## src/rtl/flasher_pkg.sv

```systemverilog
// Shared types and constants for the table-driven bound-flasher sequencer.
// The default table reproduces the classic bound-flasher lamp pattern.
package flasher_pkg;

  localparam int WIDTH = 16;
  localparam int NSEG  = 8;
  localparam int SEG_W = $clog2(NSEG);
  localparam int CNT_W = $clog2(WIDTH + 1);
  localparam int CFG_W = 2 + SEG_W + CNT_W;

  typedef struct packed {
    logic             last;
    logic             kick_en;
    logic [SEG_W-1:0] kick_to;
    logic [CNT_W-1:0] bound;
  } seg_desc_t;

  typedef seg_desc_t [NSEG-1:0] seg_table_t;

  typedef enum logic [0:0] {
    ST_IDLE = 1'b0,
    ST_RUN  = 1'b1
  } state_e;

  function automatic seg_desc_t mk_seg(input logic             last,
                                       input logic             kick_en,
                                       input logic [SEG_W-1:0] kick_to,
                                       input logic [CNT_W-1:0] bound);
    seg_desc_t s;
    s.last    = last;
    s.kick_en = kick_en;
    s.kick_to = kick_to;
    s.bound   = bound;
    return s;
  endfunction

  // Thermometer code: the lowest n lamps lit.
  function automatic logic [WIDTH-1:0] therm(input logic [CNT_W-1:0] n);
    logic [WIDTH-1:0] t;
    t = {WIDTH{1'b0}};
    for (int i = 0; i < WIDTH; i++) begin
      t[i] = (CNT_W'(i) < n);
    end
    return t;
  endfunction

  localparam seg_table_t DEFAULT_TABLE = {
    mk_seg(1'b1, 1'b0, 3'd0, 5'd0),   // 7
    mk_seg(1'b1, 1'b0, 3'd0, 5'd0),   // 6
    mk_seg(1'b1, 1'b0, 3'd0, 5'd0),   // 5
    mk_seg(1'b0, 1'b1, 3'd3, 5'd16),  // 4
    mk_seg(1'b0, 1'b1, 3'd2, 5'd5),   // 3
    mk_seg(1'b0, 1'b0, 3'd0, 5'd11),  // 2
    mk_seg(1'b0, 1'b0, 3'd0, 5'd0),   // 1
    mk_seg(1'b0, 1'b0, 3'd0, 5'd6)    // 0
  };

endpackage

```

## src/rtl/lamp_therm_reg.sv

```systemverilog
// Lit-lamp counter driven by inc/dec commands; registers both the count and
// its thermometer lamp image so the lamp output comes straight from a flop.
module lamp_therm_reg
  import flasher_pkg::*;
(
  input  logic             clk,
  input  logic             reset,
  input  logic             inc,
  input  logic             dec,
  output logic [CNT_W-1:0] n,
  output logic [WIDTH-1:0] lamp
);

  logic [CNT_W-1:0] n_d, n_q;
  logic [WIDTH-1:0] lamp_d, lamp_q;

  // Next count; the controller never asks to step past 0 or WIDTH.
  always_comb begin
    n_d = n_q;
    if (inc) begin
      n_d = n_q + 5'd1;
    end else if (dec) begin
      n_d = n_q - 5'd1;
    end else begin
      n_d = n_q;
    end
    lamp_d = therm(n_d);
  end

  // Count and lamp registers.
  always_ff @(posedge clk or posedge reset) begin
    if (reset) begin
      n_q    <= 5'd0;
      lamp_q <= 16'h0000;
    end else begin
      n_q    <= n_d;
      lamp_q <= lamp_d;
    end
  end

  assign n    = n_q;
  assign lamp = lamp_q;

endmodule

```

## src/rtl/flasher_seq_ctrl.sv

```systemverilog
// Table-driven lamp sequencer: walks the segment table, steering the lit count
// toward each segment's bound and handling flick kickbacks at bound cycles.
module flasher_seq_ctrl
  import flasher_pkg::*;
(
  input  logic             clk,
  input  logic             reset,
  input  logic             flick,
  input  logic             cfg_we,
  input  logic [SEG_W-1:0] cfg_idx,
  input  logic [CFG_W-1:0] cfg_data,
  output logic             cfg_err,
  output logic [WIDTH-1:0] lamp,
  output logic             busy,
  output logic             done,
  output logic [SEG_W-1:0] seg_idx
);

  state_e           state_d, state_q;
  seg_table_t       table_d, table_q;
  logic [SEG_W-1:0] seg_idx_d, seg_idx_q;
  logic             done_d, done_q;
  logic             cfg_err_d, cfg_err_q;
  logic             busy_d, busy_q;
  logic             inc, dec;
  logic [CNT_W-1:0] n;
  seg_desc_t        cur_seg;
  logic [CNT_W-1:0] bound_eff;

  lamp_therm_reg u_lamp (
    .clk   (clk),
    .reset (reset),
    .inc   (inc),
    .dec   (dec),
    .n     (n),
    .lamp  (lamp)
  );

  // Oversized bounds clamp to WIDTH so the count can never wrap.
  always_comb begin
    cur_seg   = table_q[seg_idx_q];
    bound_eff = (cur_seg.bound > CNT_W'(WIDTH)) ? CNT_W'(WIDTH) : cur_seg.bound;
  end

  // Next-state, table update and step commands.
  always_comb begin
    state_d   = state_q;
    table_d   = table_q;
    seg_idx_d = seg_idx_q;
    done_d    = 1'b0;
    cfg_err_d = 1'b0;
    inc       = 1'b0;
    dec       = 1'b0;
    case (state_q)
      ST_IDLE: begin
        if (cfg_we) begin
          table_d[cfg_idx] = seg_desc_t'(cfg_data);
        end else begin
          table_d = table_q;
        end
        if (flick) begin
          state_d   = ST_RUN;
          seg_idx_d = 3'd0;
        end else begin
          state_d   = ST_IDLE;
        end
      end
      ST_RUN: begin
        if (cfg_we) begin
          cfg_err_d = 1'b1;
        end else begin
          cfg_err_d = 1'b0;
        end
        if (n < bound_eff) begin
          inc = 1'b1;
        end else if (n > bound_eff) begin
          dec = 1'b1;
        end else if (cur_seg.kick_en && flick) begin
          seg_idx_d = cur_seg.kick_to;
        end else if (cur_seg.last) begin
          state_d = ST_IDLE;
          done_d  = 1'b1;
        end else if (seg_idx_q == SEG_W'(NSEG - 1)) begin
          seg_idx_d = 3'd0;
        end else begin
          seg_idx_d = seg_idx_q + 3'd1;
        end
      end
      default: begin
        state_d = ST_IDLE;
      end
    endcase
    busy_d = (state_d != ST_IDLE);
  end

  // State, table and output registers.
  always_ff @(posedge clk or posedge reset) begin
    if (reset) begin
      state_q   <= ST_IDLE;
      table_q   <= DEFAULT_TABLE;
      seg_idx_q <= 3'd0;
      done_q    <= 1'b0;
      cfg_err_q <= 1'b0;
      busy_q    <= 1'b0;
    end else begin
      state_q   <= state_d;
      table_q   <= table_d;
      seg_idx_q <= seg_idx_d;
      done_q    <= done_d;
      cfg_err_q <= cfg_err_d;
      busy_q    <= busy_d;
    end
  end

  assign seg_idx = seg_idx_q;
  assign done    = done_q;
  assign cfg_err = cfg_err_q;
  assign busy    = busy_q;

endmodule

```

## config.mk

```make
export PLATFORM = sky130hd
export DESIGN_NAME = flasher_seq_ctrl
export DESIGN_NICKNAME = d
export VERILOG_FILES = /design/src/rtl/flasher_pkg.sv /design/src/rtl/lamp_therm_reg.sv /design/src/rtl/flasher_seq_ctrl.sv
export SDC_FILE = /design/constraint.sdc
export NUM_CORES = 1
export LEC_CHECK = 0
export CORE_MARGIN = 4
export CORE_UTILIZATION = 55
export CTS_BUF_LIST = sky130_fd_sc_hd__clkbuf_16
export DETAILED_ROUTE_END_ITERATION = 12
export PLACE_DENSITY = 0.76
export REMOVE_ABC_BUFFERS = 1
export SETUP_SLACK_MARGIN = 0.1
export SYNTH_ARGS = -nofsm -noshare
export SYNTH_HDL_FRONTEND = slang
export SYNTH_HIERARCHICAL = 1
export SYNTH_SLANG_ARGS = --single-unit
```

## constraint.sdc

```tcl
create_clock -name clk -period 10.75 [get_ports clk]
set_input_delay 1.075 -clock clk [delete_from_list [all_inputs] [get_ports clk]]
set_output_delay 1.075 -clock clk [all_outputs]
set_load 0.05 [all_outputs]
```

==> metrics.md, run 1 <==
| Metric | Value |
|---|---|
| Worst stage delay on the critical path | `870 ps` |
| Clock buffer depth | `2` |
| Setup crit start kind | `flop` |
| Grt ovf | `0` |
| Largest cells by area after synthesis | `dfrtp_1 (45%), mux2_2 (19%), dfstp_2 (8.3%)` |
| Worst Path Required | `10910 ps` |
| Final worst-path cycle share | `40.62%` |
| Count leader, synth | `dfrtp_1` |
| Most frequent CP cell | `buf_4` |
| Top_reg_cell synth | `dfrtp_1` |
| CTS tree | `done` |
| Final net count | `427` |
| Port Buffers | `38` |
| Hold Crit Class | `reg -> reg` |
| FFs w/ async S/R, synth | `100.0%` |
| First-pass GRT wire length | `16910 um` |
| Yosys top cell area share | `44.61%` |
| Die width | `103.8 um` |
| Synthesized instance count | `364` |
| Critical path class | `reg -> reg` |
| Max-slew violation count | `0` |
| Post-synth EDFFs | `0` |
| Routed WL per cell | `19.30 um` |
| Initial DRC count | `178` |
| Slowest CP cell | `xnor2_1` |
| Worst Clk Skew | `7.701 ps` |
| Final ANT Viol Nets | `0` |
| Grt peak-use layer | `met2` |
| Critical Path End Type | `flop` |
| Layout cells sized above 1 | `36.70%` |
| Initial antenna violation count | `0` |
| RSZ-0062 raised after global routing | `false` |
| Setup Viol. Count Final | `0` |
| H-tree depth | `3` |
| Worst-path fanout max | `18` |
| Initial Util | `57.33%` |
| CP Cell Sequence | `buf_4 -> mux4_2 -> mux2i_1 -> nand2_1 -> ha_1 -> a211oi_1 -> nor2_1 -> nor4_1 -> buf_4 -> nand3b_1 -> o31ai_1 -> xnor2_1 -> o21ai_0` |
| Leak | `2.630 nW` |
| Clock Root Buffer | `clkbuf_16` |
| Post-CTS Setup Inserts | `0` |
| Worst-path clk slew | `70 ps` |
| Die Footprint | `0.01078 mm^2` |
| Routing usage on met2 | `30.73%` |
| Peak VDD IR | `0.1434 mV` |
| Routed vias/inst | `5.990` |
| Worst endpoint data arrival time | `4520 ps` |
| Rel. slew slack | `24.45%` |
| Worst skew pair latency | `340 ps` |
| Total power draw | `0.001379 W` |
| Sink Count | `106` |
| Post-route DRC | `0` |
| Worst path bufs/invs | `2` |
| All-Layer GR Usage | `19.70%` |
| # fillers | `658` |
| Vias | `3079` |
| Outcome | `completed` |
| Core Region | `0.008806 mm^2` |
| Syn avg cell area | `13.87 um^2` |
| Antenna cell count | `0` |
| Vias in the first global route | `3198` |
| Routing usage on met3 | `4.602%` |
| Largest net degree at the start of global routing | `87` |
| Synth top cells by count | `dfrtp_1 (90), mux2_2 (85), nand2_1 (20), mux4_2 (17), dfstp_2 (16)` |
| Placer Congestion | `0.8266` |
| Die Height | `103.8 um` |
| Grt met1 use | `28.04%` |
| CTS Buf Count | `9` |
| Flip-flop and latch area | `0.002673 mm^2` |
| Fin crit period | `4367 ps` |
| Syn Std Cell Area | `0.005049 mm^2` |
| Hold buffers post-CTS | `0` |
| Final Cell Area | `0.005793 mm^2` |
| Area after DPL | `0.005509 mm^2` |
| Layout Area Growth over Synthesis | `14.75%` |
| Area leader, netlist | `dfrtp_1` |
| Worst-Margin Slew | `1128 ps` |
| Area of the multi-input gates | `0.002230 mm^2` |
| Yosys warns | `6` |
| DR pass1 iterations | `4` |
| Yosys reg bits | `106` |
| Post-synth cell types | `53` |
| WL final | `9918 um` |
| Post-CTS Resized | `0` |
| PwrDens | `238.0 mW/mm^2` |
| Register area share after synthesis | `52.94%` |
| CP top delay family | `XOR/XNOR gates` |
| Cell Rows | `34` |
| Max Cap Viol | `0` |
| Top Ports | `39` |
| Final hold viol count | `0` |
| Post-DP HPWL | `6514 um` |
| Setup_tns | `0 ps` |
| FMAX | `0.2290 GHz` |
==> power breakdown <==
group / total [W] / leakage, nW / internal, W / switching [W]
logic: 0.000566 / 1.15 / 0.000213 / 0.000353
registers: 0.000498 / 1.34 / 0.000455 / 0.0000428
clock network: 0.000315 / 0.139 / 0.000161 / 0.000153
total: 0.00138 / 2.63 / 0.000829 / 0.000550
==> stage by stage <==
step                hold WS, ps  setup WS [ps]  std cells  utilization [%]
floorplan                 470.4           5727        347                -
global placement          481.3           6615        498            62.56
detailed placement        490.0           6338        498            62.56
CTS                       506.2           6313        514            65.79
global route              523.5           5711        514            65.79
finish                    505.5           6383        514            65.79
==> layout by cell type (no fill, tap or decap), types with 3 or more instances in the layout <==
cell and count:
a21oi_1 7, and2_1 3, buf_4 5, clkbuf_16 9
clkdlybuf4s50_1 38, dfrtp_1 90, dfstp_2 16, ha_1 9
inv_1 13, inv_6 3, mux2_2 85, mux2i_1 8
mux4_2 17, nand2_1 20, nand3_1 11, nand3b_1 6
nand4_1 4, nor2_1 8, o21ai_0 6
==> cell type report <==
cell class	instances	area share, %
Clock buffer	9	3.888
Sequential cell	106	46.13
Inverter	14	0.9287
Timing Repair Buffer	43	7.214
Multi-Input combinational cell	227	38.49
Tap cell	108	2.333
Clock inverter	7	1.015
==> cell families (layout without fill, tap and decap cells) <==
logic type / Yosys count / count (layout) / share of synthesized area, %
multiplexers: 111 / 111 / 28.65
buffers and inverters: 31 / 73 / 3.098
AND/OR/NAND/NOR: 69 / 69 / 7.311
XOR/XNOR: 3 / 3 / 0.6693
flip-flops: 106 / 106 / 52.94
adder cells (fa/ha/maj): 9 / 9 / 2.231
AO/OA/AOI/OAI: 35 / 35 / 5.106
==> sequential cells by signal, indices dropped and copies added, names as in the netlist <==
| signal | count |
|---|---|
| u_lamp/n | 4 |
| busy | 1 |
| table_q | 80 |
| done | 1 |
| u_lamp/lamp | 16 |
| cfg_err | 1 |
| seg_idx | 3 |
==> worst paths after layout <==
kind,end,cells past startpoint,slack [ps],from
max,u_lamp/lamp[9]$_DFF_PP0_,13,6380,seg_idx[0]$_DFFE_PP0P_
min,table_q[22]$_DFFE_PP0P_,1,510,table_q[22]$_DFFE_PP0P_
max reg2reg,u_lamp/lamp[9]$_DFF_PP0_,13,6380,seg_idx[0]$_DFFE_PP0P_
min reg2reg,table_q[22]$_DFFE_PP0P_,1,510,table_q[22]$_DFFE_PP0P_
max in group asynchronous,table_q[14]$_DFFE_PP0P_,3,8640,reset
min in group asynchronous,u_lamp/lamp[12]$_DFF_PP0_,2,1210,reset
==> metal layers <==
metal	vias to the layer above	share of wire (%)	wire (um)
li1	1422	-	-
met1	1583	47	4630
met2	61	48	4781
met3	13	4.0	393
met4	0	1.1	112
met5	-	0	0
Note: power is estimated with default switching activity, not from simulation.
==> inputs of run 2 (changes only) <==
--- a/config.mk
+++ b/config.mk
@@ -6,7 +6,7 @@
 export NUM_CORES = 1
 export LEC_CHECK = 0
 export CORE_MARGIN = 4
-export CORE_UTILIZATION = 55
+export CORE_UTILIZATION = 53
 export CTS_BUF_LIST = sky130_fd_sc_hd__clkbuf_16
 export DETAILED_ROUTE_END_ITERATION = 12
 export PLACE_DENSITY = 0.76
==> constraint.sdc (replaced) <==
create_clock -name clk -period 3.8 [get_ports clk]
set_input_delay 0.38 -clock clk [delete_from_list [all_inputs] [get_ports clk]]
set_output_delay 0.38 -clock clk [all_outputs]
set_load 0.05 [all_outputs]
==> run 2 against run 1 <==
Sequential power rose to 2.9 times the previous value. Combinational power grew to 3.0 times the previous value. Die area rose by 3.5%. First-iteration DRC count shrank 8.4%. Highest routed layer unchanged.
==> metrics.md, run 2 (same netlist as run 1, synthesis figures left out) <==
| Metric | Value |
|---|---|
| Outcome | `completed (unchanged)` |
| Final worst-path cycle share | `91.59% (was 40.62%)` |
| Hold WS | `505.4 ps (was 505.5 ps)` |
| Routed vias/inst | `5.783 (was 5.990)` |
| Setup crit start kind | `flop (unchanged)` |
| Sink Count | `106 (unchanged)` |
| Worst-Margin Slew | `827.5 ps (was 1128 ps)` |
| R2R Path Start | `seg_idx[0]$_DFFE_PP0P_ (unchanged)` |
| FMAX | `0.2873 GHz (was 0.2290 GHz)` |
| Worst Path Required | `4070 ps (was 10910 ps)` |
| Reg-to-reg setup timing slack | `320 ps (was 6380 ps)` |
| All-Layer GR Usage | `20.11% (was 19.70%)` |
| Largest net degree at the start of global routing | `47 (was 87)` |
| Die Footprint | `0.01115 mm^2 (was 0.01078 mm^2)` |
| Worst-path fanout max | `14 (was 18)` |
| Rel. slew slack | `44.77% (was 24.45%)` |
| Core Region | `0.009240 mm^2 (was 0.008806 mm^2)` |
| Worst skew pair latency | `350 ps (was 340 ps)` |
| Post-DP HPWL | `6978 um (was 6514 um)` |
| CTS tree | `done (unchanged)` |
| Layout cells sized above 1 | `38.80% (was 36.70%)` |
| Max-slew violation count | `0 (unchanged)` |
| Layout Area Growth over Synthesis | `17.57% (was 14.75%)` |
| DR pass1 iterations | `4 (unchanged)` |
| Antenna cell count | `0 (unchanged)` |
| Final ANT Viol Nets | `0 (unchanged)` |
| Setup Viol. Count Final | `0 (unchanged)` |
| Clock Root Buffer | `clkbuf_16 (unchanged)` |
| Die width | `105.6 um (was 103.8 um)` |
| Leak | `2.684 nW (was 2.630 nW)` |
| Most flops, register | `table_q (unchanged)` |
| Worst endpoint data arrival time | `3750 ps (was 4520 ps)` |
| Initial Util | `54.64% (was 57.33%)` |
| Clock buffer depth | `2 (unchanged)` |
| Hold Crit Class | `in -> async (was reg -> reg)` |
| Top Ports | `39 (unchanged)` |
| Initial DRC count | `163 (was 178)` |
| Port Buffers | `38 (unchanged)` |
| Crit. Startpoint | `seg_idx[0]$_DFFE_PP0P_ (unchanged)` |
| CTS Buf Count | `9 (unchanged)` |
| Die Height | `105.6 um (was 103.8 um)` |
| Final core occ | `64.24% (was 65.79%)` |
| RSZ-0062 raised after global routing | `true (was false)` |
| Hold buffers post-CTS | `0 (unchanged)` |
| Critical path class | `reg -> reg (unchanged)` |
| WL final | `10390 um (was 9918 um)` |
| Fin crit period | `3481 ps (was 4367 ps)` |
| Placer Congestion | `0.8041 (was 0.8266)` |
| Dpl ws | `83.55 ps (was 6338 ps)` |
| Vias in the first global route | `3316 (was 3198)` |
| Routed WL per cell | `19.10 um (was 19.30 um)` |
| Max Cap Viol | `0 (unchanged)` |
| First-pass GRT wire length | `17400 um (was 16910 um)` |
| Most frequent cells in the layout | `dfrtp_1 (89), mux2_2 (85), clkdlybuf4s50_1 (38) (was dfrtp_1 (90), mux2_2 (85), clkdlybuf4s50_1 (38))` |
| H-tree depth | `3 (unchanged)` |
| Final hold viol count | `0 (unchanged)` |
| Worst Clk Skew | `10.37 ps (was 7.701 ps)` |
| Initial antenna violation count | `0 (unchanged)` |
| Post-route DRC | `0 (unchanged)` |
| PwrDens | `681.5 mW/mm^2 (was 238.0 mW/mm^2)` |
| Peak VDD IR | `0.3895 mV (was 0.1434 mV)` |
| Largest register FFs | `80 (unchanged)` |
| Most common cell after layout, fill and taps aside | `dfrtp_1 (unchanged)` |
| Cell Rows | `35 (was 34)` |
| Worst-path clk slew | `80 ps (was 70 ps)` |
| Grt ovf | `0 (unchanged)` |
| Final net count | `436 (was 427)` |
| Final WS setup | `319.4 ps (was 6383 ps)` |
| Critical Path End Type | `flop (unchanged)` |
| Vias | `3146 (was 3079)` |
[run 2: changes by cell type in the layout (fill, tap and decap cells not counted), sizes merged]
cell,before,now
buf,5,14
[run 2: area by class of cell]
class / instances / area [um^2]
repair buffers: 52 / 498.0
clock buffers: 9 / 225.2
inverters: 14 / 53.80
flip-flops and latches: 106 / 2674
clock inverters: 7 / 70.07
multi-input cells: 227 / 2253
fillers: 676 / 3304
well taps: 129 / 161.4
[run 2: through the flow]
step	power [W]	std cells	area, um^2	setup TNS, ps
final	0.004045	544	5936	0
after global routing	0.004271	544	5936	0
after detailed placement	0.003061	527	5585	0
after floorplan	0.002555	347	4945	-21060
after CTS	0.003986	543	5886	0
after global placement	0.003006	527	5585	0
[run 2: timing repair]
item	CTS	global route
buffers inserted	0	1
setup endpoints to repair	7	16
resized for setup	1	5
[run 2: metal layers]
metal | part of all wire, % | track usage (%) | vias up
met5 | 0 | 0 | -
met4 | 1.5 | 6.383 | 0
met3 | 3.3 | 4.899 | 15
met2 | 50 | 33.15 | 65
met1 | 45 | 26.40 | 1628
li1 | - | - | 1438
[run 2: worst max-delay path: stages, from the launching register on]
cell and delay (ps):
dfrtp_2 460, buf_12 130, mux4_2 480, mux2_2 270, nand2_1 80, ha_1 240, a211oi_1 230, nor2_1 100
nor4_1 230, buf_4 240, and4b_1 230, a211o_4 300, inv_1 140, nand3_1 110, o21ai_0 150
[run 2: path summary, 6_finish.rpt]
| check | to | depth (start not counted) |
|---|---|---|
| worst min register to register | table_q[9]$_DFFE_PP0P_ | 1 |
| worst max register to register | u_lamp/lamp[14]$_DFF_PP0_ | 14 |
| worst min-delay path | cfg_err$_DFF_PP0_ | 2 |
| worst max-delay path | u_lamp/lamp[14]$_DFF_PP0_ | 14 |
| min in group clk | table_q[9]$_DFFE_PP0P_ | 1 |
| max in group asynchronous | table_q[1]$_DFFE_PP1P_ | 3 |
[run 2: power breakdown]
group	total, W	internal [W]	switching, W
registers	0.00142	0.00129	0.000128
clock network	0.000925	0.000464	0.000461
logic	0.00170	0.000694	0.00101
total	0.00405	0.00245	0.00160
==> inputs of run 3 (changes only) <==
--- a/config.mk
+++ b/config.mk
@@ -10,6 +10,7 @@
 export CTS_BUF_LIST = sky130_fd_sc_hd__clkbuf_16
 export DETAILED_ROUTE_END_ITERATION = 12
 export PLACE_DENSITY = 0.76
+export RECOVER_POWER = 100
 export REMOVE_ABC_BUFFERS = 1
 export SETUP_SLACK_MARGIN = 0.1
 export SYNTH_ARGS = -nofsm -noshare
==> run 3 against run 2 <==
The run now ends with capacitance limit, slew limit left. Global-route usage is the same. Routed wire length shrank 0.37%. Utilization shrank 0.37 points. Non-clock buffer count is the same. Register-to-register slack is essentially flat. First-iteration DRC count grew 8.6%. Largest power group unchanged.
==> metrics.md, run 3 (same netlist as run 1, synthesis figures left out) <==
| Metric | Value |
|---|---|
| Final hold viol count | `0 (unchanged)` |
| Worst-path clk slew | `80 ps (about the same)` |
| Most flops, register | `table_q (unchanged)` |
| WL final | `10350 um (was 10390 um)` |
| Fin crit period | `3494 ps (was 3481 ps)` |
| H-tree depth | `3 (unchanged)` |
| Port Buffers | `38 (unchanged)` |
| Worst endpoint data arrival time | `3760 ps (was 3750 ps)` |
| Sink Count | `106 (unchanged)` |
| Initial antenna violation count | `0 (unchanged)` |
| Die width | `105.6 um (unchanged)` |
| Critical Path End Type | `flop (unchanged)` |
| Outcome | `finished with violations (was completed)` |
| Placer Congestion | `0.8041 (unchanged)` |
| Final net count | `436 (unchanged)` |
| FMAX | `0.2862 GHz (was 0.2873 GHz)` |
| Initial DRC count | `177 (was 163)` |
| Most common cell after layout, fill and taps aside | `dfrtp_1 (unchanged)` |
| Worst-Margin Slew | `2017 ps (was 827.5 ps)` |
| Post-DP HPWL | `6978 um (unchanged)` |
| Worst Min Path Start | `table_q[9]$_DFFE_PP0P_` |
| Setup crit start kind | `flop (unchanged)` |
| Routed vias/inst | `5.792 (was 5.783)` |
| Clock buffer depth | `2 (unchanged)` |
| Worst Clk Skew | `10.91 ps (was 10.37 ps)` |
| Failing checks | `capacitance limit, slew limit` |
| DR pass1 iterations | `4 (unchanged)` |
| PwrDens | `673.2 mW/mm^2 (was 681.5 mW/mm^2)` |
| Largest register FFs | `80 (unchanged)` |
| All-Layer GR Usage | `20.11% (unchanged)` |
| Most frequent cells in the layout | `dfrtp_1 (89), mux2_2 (83), dlygate4sd3_1 (25) (was dfrtp_1 (89), mux2_2 (85), clkdlybuf4s50_1 (38))` |
| Max-slew violation count | `47 (was 0)` |
| CTS Buf Count | `9 (unchanged)` |
| Initial Util | `54.64% (unchanged)` |
| Worst path bufs/invs | `3 (unchanged)` |
| CP Cell Sequence | `buf_12 -> mux4_2 -> mux2_2 -> nand2_1 -> ha_1 -> a211oi_1 -> nor2_1 -> nor4_1 -> buf_4 -> and4b_1 -> a211o_2 -> inv_1 -> nand3_1 -> o21ai_0 (was buf_12 -> mux4_2 -> mux2_2 -> nand2_1 -> ha_1 -> a211oi_1 -> nor2_1 -> nor4_1 -> buf_4 -> and4b_1 -> a211o_4 -> inv_1 -> nand3_1 -> o21ai_0)` |
| Layout cells sized above 1 | `36.63% (was 38.80%)` |
| RSZ-0062 raised after global routing | `true (unchanged)` |
| Final worst-path cycle share | `91.95% (was 91.59%)` |
| Worst hold endpoint | `table_q[9]$_DFFE_PP0P_` |
| Total power draw | `0.003973 W (was 0.004045 W)` |
| CP top delay family | `multiplexers (unchanged)` |
| Vias | `3151 (was 3146)` |
| Final Cell Area | `0.005902 mm^2 (was 0.005936 mm^2)` |
| Peak VDD IR | `0.3773 mV (was 0.3895 mV)` |
| Leak | `2.652 nW (was 2.684 nW)` |
| Layout Area Growth over Synthesis | `16.90% (was 17.57%)` |
| Max Cap Viol | `1 (was 0)` |
| Core Region | `0.009240 mm^2 (unchanged)` |
| Slowest CP cell | `mux4_2 (unchanged)` |
| Reg-to-reg setup timing slack | `310 ps (was 320 ps)` |
| Antenna cell count | `0 (unchanged)` |
| Hold Crit Class | `reg -> reg (was in -> async)` |
| First-pass GRT wire length | `17400 um (unchanged)` |
| Area after DPL | `0.005585 mm^2 (unchanged)` |
| Worst stage delay on the critical path | `490 ps (was 480 ps)` |
| R2R Path Start | `seg_idx[0]$_DFFE_PP0P_ (unchanged)` |
| Final ANT Viol Nets | `0 (unchanged)` |
| Critical path class | `reg -> reg (unchanged)` |
| CTS tree | `done (unchanged)` |
| Cell Rows | `35 (unchanged)` |
| Die Height | `105.6 um (unchanged)` |
| RR Endpoint | `u_lamp/lamp[14]$_DFF_PP0_ (unchanged)` |
| Grt ovf | `0 (unchanged)` |
| Post-route DRC | `0 (unchanged)` |
| Vias in the first global route | `3316 (unchanged)` |
| Routed WL per cell | `19.03 um (was 19.10 um)` |
| Min-Delay Path Depth | `1` |
| Worst-path fanout max | `14 (unchanged)` |
| Largest net degree at the start of global routing | `47 (unchanged)` |
| Setup Viol. Count Final | `0 (unchanged)` |
| Rel. slew slack | `-35.19% (was 44.77%)` |
| Worst Path Required | `4060 ps (was 4070 ps)` |
| Die Footprint | `0.01115 mm^2 (unchanged)` |
| Reg2Reg Depth | `14 (unchanged)` |
| Top Ports | `39 (unchanged)` |
| Clock Root Buffer | `clkbuf_16 (unchanged)` |
| Worst skew pair latency | `350 ps (about the same)` |
[run 3: changes by cell type in the layout (fill, tap and decap cells not counted), moves of 2 or more]
| cell | change |
|---|---|
| mux2_2 | -2 |
| buf_4 | -5 |
| mux2_1 | +2 |
| dlygate4sd3_1 | +25 |
| clkdlybuf4s50_1 | -25 |
| clkbuf_1 | +5 |
[run 3: what timing repair did]
| item | CTS | global route |
|---|---|---|
| resized for setup | 1 | 5 |
| hold buffers | 0 | 0 |
| setup endpoints to repair | 7 | 16 |
| endpoints found under the hold margin | 0 | 0 |
| buffers inserted | 0 | 1 |
[run 3: routing by layer]
layer,global-route usage [%],wire [um],up-vias
met5,0,0,-
met4,6.383,154,0
met3,4.899,367,15
met2,33.15,5251,71
met1,26.40,4579,1631
li1,-,-,1434
[run 3: how the worst max path moves through the flow]
stage                                 from                   endpoint  slack [ps]  cells past startpoint
global placement    seg_idx[0]$_DFFE_PP0P_   u_lamp/lamp[4]$_DFF_PP0_         230                     13
global route        seg_idx[0]$_DFFE_PP0P_   u_lamp/lamp[9]$_DFF_PP0_          60                     13
detailed placement  seg_idx[0]$_DFFE_PP0P_   u_lamp/lamp[9]$_DFF_PP0_          80                     12
CTS                 seg_idx[0]$_DFFE_PP0P_   u_lamp/lamp[9]$_DFF_PP0_         120                     12
floorplan           seg_idx[1]$_DFFE_PP0P_  u_lamp/lamp[10]$_DFF_PP0_       -1220                     11
finish              seg_idx[0]$_DFFE_PP0P_  u_lamp/lamp[14]$_DFF_PP0_         310                     14
[run 3: final cells by class]
cell class                      count  area, um^2
Tap cell                          129       161.4
Fill cell                         683        3338
Inverter                           14       53.80
Clock inverter                      7       70.07
Sequential cell                   106        2674
Clock buffer                        9       225.2
Multi-Input combinational cell    227        2238
Timing Repair Buffer               52       479.2
[run 3: where the power goes]
group          internal [W]  switching (W)  leakage (nW)
Clock              0.000464       0.000461         0.142
Sequential          0.00129       0.000126          1.34
Combinational      0.000639       0.000997          1.17
[run 3: stage by stage]
step / instances / util [%] / setup WS [ps] / hold WS (ps) / setup TNS, ps
final: 544 / 63.87 / 305.9 / 503.9 / 0
after global routing: 544 / 63.87 / 55.72 / 516.5 / 0
after CTS: 543 / 63.70 / 119.6 / 507.2 / 0
after detailed placement: 527 / 60.45 / 83.55 / 487.5 / 0
after global placement: 527 / 60.45 / 231.6 / 479.9 / 0
after floorplan: 347 / - / -1223 / 343.8 / -21060
